File: config.mk
export PLATFORM = sky130hd
export DESIGN_NAME = mem_access_ctrl
export DESIGN_NICKNAME = d
export VERILOG_FILES = /design/src/rtl/mem_access_ctrl.sv
export SDC_FILE = /design/constraint.sdc
export NUM_CORES = 1
export LEC_CHECK = 0
export CORE_ASPECT_RATIO = 1.75
export CORE_MARGIN = 4
export CORE_UTILIZATION = 40
export CTS_CLUSTER_DIAMETER = 40
export DETAILED_ROUTE_END_ITERATION = 7
export PLACE_DENSITY = 0.88
export SKIP_CTS_REPAIR_TIMING = 1
export SYNTH_ARGS = -nofsm -noshare
export SYNTH_HDL_FRONTEND = slang
export SYNTH_SLANG_ARGS = --single-unit
File: constraint.sdc
create_clock -name clk -period 4.5 [get_ports clk]
set_input_delay 0.9 -clock clk [delete_from_list [all_inputs] [get_ports clk]]
set_output_delay 0.9 -clock clk [all_outputs]
set_load 0.01 [all_outputs]
File: src/rtl/mem_access_ctrl.sv
// rtl/mem_access_ctrl.sv - Q103H load/store data-memory access controller with ack timeout
module mem_access_ctrl #(
  parameter int ADDR_W  = 32,
  parameter int DATA_W  = 32,
  parameter int TIMEOUT = 16
) (
  input  logic                clk,
  input  logic                rst,
  input  logic                ld_req_Q103H,
  input  logic                st_req_Q103H,
  input  logic [ADDR_W-1:0]   addr_Q103H,
  input  logic [DATA_W-1:0]   wdata_Q103H,
  input  logic [DATA_W/8-1:0] be_Q103H,
  output logic                dmem_req,
  output logic                dmem_we,
  output logic [ADDR_W-1:0]   dmem_addr,
  output logic [DATA_W-1:0]   dmem_wdata,
  output logic [DATA_W/8-1:0] dmem_be,
  input  logic                dmem_ack,
  input  logic [DATA_W-1:0]   dmem_rdata,
  output logic                stall_Q103H,
  output logic [DATA_W-1:0]   rd_data_Q103H,
  output logic                rd_valid_Q103H,
  output logic                err_timeout
);

  localparam int BE_W = DATA_W / 8;
  localparam logic [7:0] TIMEOUT_C = 8'(TIMEOUT);

  typedef enum logic [1:0] {IDLE, BUSY, DONE} state_t;

  state_t            state_q, state_d;
  logic [7:0]        count_q, count_d;
  logic [7:0]        count_inc;
  logic              dmem_req_q, dmem_req_d;
  logic              dmem_we_q, dmem_we_d;
  logic [ADDR_W-1:0] dmem_addr_q, dmem_addr_d;
  logic [DATA_W-1:0] dmem_wdata_q, dmem_wdata_d;
  logic [BE_W-1:0]   dmem_be_q, dmem_be_d;
  logic [DATA_W-1:0] rd_data_q, rd_data_d;
  logic              rd_valid_q, rd_valid_d;
  logic              err_timeout_q, err_timeout_d;
  logic              req_any;

  assign req_any   = ld_req_Q103H | st_req_Q103H;
  // count_q holds completed BUSY cycles, so the current BUSY cycle number is count_q + 1
  assign count_inc = count_q + 8'd1;

  // Next-state and registered-output computation; a store wins when both requests are present
  always_comb begin
    state_d       = state_q;
    count_d       = count_q;
    dmem_req_d    = dmem_req_q;
    dmem_we_d     = dmem_we_q;
    dmem_addr_d   = dmem_addr_q;
    dmem_wdata_d  = dmem_wdata_q;
    dmem_be_d     = dmem_be_q;
    rd_data_d     = rd_data_q;
    rd_valid_d    = rd_valid_q;
    err_timeout_d = err_timeout_q;
    case (state_q)
      IDLE: begin
        rd_valid_d = 1'b0;
        if (req_any) begin
          state_d      = BUSY;
          count_d      = 8'd0;
          dmem_req_d   = 1'b1;
          dmem_we_d    = st_req_Q103H;
          dmem_addr_d  = addr_Q103H;
          dmem_wdata_d = wdata_Q103H;
          dmem_be_d    = be_Q103H;
        end
      end
      BUSY: begin
        count_d = count_inc;
        if (dmem_ack) begin
          // ack beats the timeout even on the final allowed cycle
          state_d    = DONE;
          dmem_req_d = 1'b0;
          rd_valid_d = ~dmem_we_q;
          if (!dmem_we_q) rd_data_d = dmem_rdata;
        end else if (count_inc == TIMEOUT_C) begin
          state_d       = DONE;
          dmem_req_d    = 1'b0;
          err_timeout_d = 1'b1;
          rd_valid_d    = ~dmem_we_q;
          if (!dmem_we_q) rd_data_d = '0;
        end
      end
      DONE: begin
        state_d    = IDLE;
        rd_valid_d = 1'b0;
      end
      default: begin
        state_d    = IDLE;
        dmem_req_d = 1'b0;
        rd_valid_d = 1'b0;
      end
    endcase
  end

  // Single state register for the FSM and all of its registered outputs
  always_ff @(posedge clk or posedge rst) begin
    if (rst) begin
      state_q       <= IDLE;
      count_q       <= 8'd0;
      dmem_req_q    <= 1'b0;
      dmem_we_q     <= 1'b0;
      dmem_addr_q   <= '0;
      dmem_wdata_q  <= '0;
      dmem_be_q     <= '0;
      rd_data_q     <= '0;
      rd_valid_q    <= 1'b0;
      err_timeout_q <= 1'b0;
    end else begin
      state_q       <= state_d;
      count_q       <= count_d;
      dmem_req_q    <= dmem_req_d;
      dmem_we_q     <= dmem_we_d;
      dmem_addr_q   <= dmem_addr_d;
      dmem_wdata_q  <= dmem_wdata_d;
      dmem_be_q     <= dmem_be_d;
      rd_data_q     <= rd_data_d;
      rd_valid_q    <= rd_valid_d;
      err_timeout_q <= err_timeout_d;
    end
  end

  // Stall is combinational so the requesting instruction freezes in its own cycle
  always_comb begin
    stall_Q103H = 1'b0;
    if (!rst) begin
      case (state_q)
        IDLE:    stall_Q103H = req_any;
        BUSY:    stall_Q103H = 1'b1;
        default: stall_Q103H = 1'b0;
      endcase
    end
  end

  assign dmem_req       = dmem_req_q;
  assign dmem_we        = dmem_we_q;
  assign dmem_addr      = dmem_addr_q;
  assign dmem_wdata     = dmem_wdata_q;
  assign dmem_be        = dmem_be_q;
  assign rd_data_Q103H  = rd_data_q;
  assign rd_valid_Q103H = rd_valid_q;
  assign err_timeout    = err_timeout_q;

endmodule

==> impl_metrics.ini <==
[power_and_ir_drop]
ir_worst_vdd_mv = 0.412
switching_share_pct = 30.2
internal_power_uw = 3680
cellPowerDensity_nw_per_um2 = 708
power_frac_clock_pct = 26.5
seq_power_share_pct = 32.9
power_frac_comb_pct = 40.7
p_sw_uw = 1590
p_leak_uw = 0.00326

[global_routing]
grt_max_degree = 90
grt_overflow = 0
grt_pass1_wl_mm = 19.9
grt_pass1_vias = 3963
antenna_found_initial = 0
grtUsageTotal_pct = 19.6

[critical_path]
cp.buffers_inverters = 2
path_max_fanout = 9
crit_family = buffers and inverters
crit_type = in -> out
required_ns = 3.60
crit_path_cell_trace = clkdlybuf4s50_1 > nor2_1 > a21o_1 > nor2_1 > clkdlybuf4s50_1
cpMaxStageDelayCell = clkdlybuf4s50_1
cp-end-kind = output port
start_kind = input port
cpPeakStageDelay_ns = 0.48
arrival_ns = 2.43

[clocking]
clock-root-buffer = clkbuf_16
htreeDepth = 4
worstSkewPairLatency_ns = 0.40
clock_sink_count = 114
cts_tree = done
clk_transition_reported_paths_ns = 0.05
numCtsBuffers = 17
clk_path_buf_depth = 2

[finish]
multi_input_area_um2 = 1560
fillCellCount = 812
seqCellArea_um2 = 2850
nets = 682
n_antenna_cell = 0
layout-drive-gt1-share_pct = 18.1
synthToLayoutAreaGrowth_pct = 60.0
utilization_pct = 66.3

[timing]
slew_headroom_pct = 28.5
fin_crit_sh_pct = 74.0
setup_tns_ns = 0
tightest_slew_ns = 1.07
grt_setup_unrepaired = false
finalCriticalPeriod_ns = 3.33
setup_violations = 0
hold_viol_final = 0
slew_violations = 0
finalClockSkew_ns = 0.00457
fmax_mhz = 300

[drt]
drcViolationCount = 0
wl_per_cell_um = 18.2
dr.pass1.iters = 5
ant_nets = 0
dr_total_vias = 3637
drt_iter0_markers = 94
drt-total-wl_mm = 13.1
viasPerCell = 5.07

[synth]
syn_inst = 363
ys_seq_area_share_pct = 61.3
muxShareOfSynthArea_pct = 16.7
synth_edf_count = 0
netlist-cell-type-count = 33
synth_top_area_share_pct = 61.3
syn_nets = 470
synth_area_leaders = dfrtp_1, mux2_2, a22oi_1
synth_top_family_by_area = multiplexers
syn_area_per_cell_um2 = 12.8
ys_seq_elements = 114
synth_xor_area_share_pct = 0.753
async_flop_share_pct = 100
yosys.area.top_type = dfrtp_1
synth_compound_area_share_pct = 12.0
ys.flop_type = dfrtp_1
ys.warnings.count = 0
syn_area_um2 = 4650
synth-adder-area-share_pct = 0.538
synth-simple-area-share_pct = 3.49

[floorplanning]
die_h_um = 151
floorplan.initialDensity_pct = 41.4
num_io_pins = 210
fp.dieArea_um2 = 13500
coreArea_um2 = 11200
rows = 51
fp.dieW_um = 89.5

[placed_design]
routabilityCongestion = 0.829
portBuffers = 209
hpwl_mm = 9.35

[min_path]
min_path_type = reg -> reg

[outcome]
status = complete, no violations

[job]
drv_cap = 0
==> through the flow <==
stage / hold slack (ns) / cell area [µm²] / total power, µW / cells / setup slack, ns
final: 0.482 / 7450 / 5280 / 718 / 1.17
after global routing: 0.525 / 7450 / 5580 / 718 / 1.11
after CTS: 0.480 / 7450 / 5340 / 718 / 1.17
after detailed placement: 0.460 / 6830 / 3900 / 688 / 1.18
after global placement: 0.453 / 6830 / 3810 / 688 / 1.21
after floorplan: 0.497 / 4650 / 2740 / 363 / 0.584
==> metal layers <==
| layer | routed length (µm) | global-route usage, % | share of wire, % | up-vias |
|---|---|---|---|---|
| met4 | 384 | 9.76 | 2.9 | 0 |
| met3 | 1010 | 6.08 | 7.7 | 26 |
| met1 | 4530 | 20.4 | 35 | 1757 |
| li1 | - | - | - | 1695 |
| met5 | 0 | 0 | 0 | - |
| met2 | 7180 | 34.3 | 55 | 159 |
==> power groups by stage <==
stage                     combinational, µW  clock, µW  sequential (µW)
after floorplan                         838          0             1900
after global placement                 2100          0             1710
after detailed placement               2160          0             1740
after CTS                              2180       1420             1740
after global routing                   2310       1480             1790
final                                  2150       1400             1730
==> worst paths after layout <==
check                           cells past startpoint    startpoint  slack, ns                 to
worst max-delay path                                5  st_req_Q103H       1.17        stall_Q103H
worst min-delay path                                2   err_timeout       0.48        err_timeout
worst max register to register                      5    count_q[0]       2.21           dmem_req
worst min register to register                      2   err_timeout       0.48        err_timeout
max in group asynchronous                           3           rst       2.38      dmem_addr[20]
min in group asynchronous                           2           rst       1.15  rd_data_Q103H[16]
==> cell families (layout without fill, tap and decap cells) <==
logic type                 after synthesis  count (layout)
adders and majority gates                2               2
xor gates and xnor gates                 4               4
muxes                                   69              69
and+or+nand+nor                         31              31
AOI/OAI and AO/OA                       87              87
buffers and inverters                   56             279
DFF                                    114             114
==> area by class of cell <==
class	instances	area share [%]
flip-flops and latches	114	38.3
repair buffers	212	28.4
multi-input cells	193	20.9
clock buffers	19	6.08
well taps	132	2.22
clock inverters	11	2.17
inverters	37	1.90
==> registers in the layout, indices dropped and copies added, names as in the netlist <==
signal	count
count_q	8
dmem_we	1
rd_data_Q103H	32
rd_valid_Q103H	1
dmem_wdata	32
dmem_req	1
dmem_be	4
err_timeout	1
state_q	2
dmem_addr	32
==> synth_stat cells, types with 2 or more instances <==
cell      count
dfrtp_1     114
mux2_2       68
inv_1        37
o21ai_0      34
a22oi_1      32
buf_2        11
o21ai_1      11
nand2_1       9
nor2_1        7
clkbuf_1      5
buf_6         3
nand2b_1      3
xnor2_1       3
a22o_1        2
and2_1        2
and3_1        2
and4_1        2
ha_1          2
nand3_1       2
==> cells in the final DEF (no fill, tap or decap), types with 3 or more instances in the layout <==
cell type        Yosys  layout
clkdlybuf4s50_1      0     209
dfrtp_1            114     114
mux2_2              68      68
inv_1               37      36
o21ai_0             34      34
a22oi_1             32      32
clkbuf_16            0      17
o21ai_1             11      11
nand2_1              9       9
nor2_1               7       7
clkinv_2             0       5
bufinv_16            0       4
xnor2_1              3       3
nand2b_1             3       3
buf_4                0       3
==> worst min-delay path, cell delays in order, from the launching register on <==
cell and delay, ns:
dfrtp_1 0.35, inv_1 0.05, o41ai_1 0.05
(Power assumes the default switching activity.)
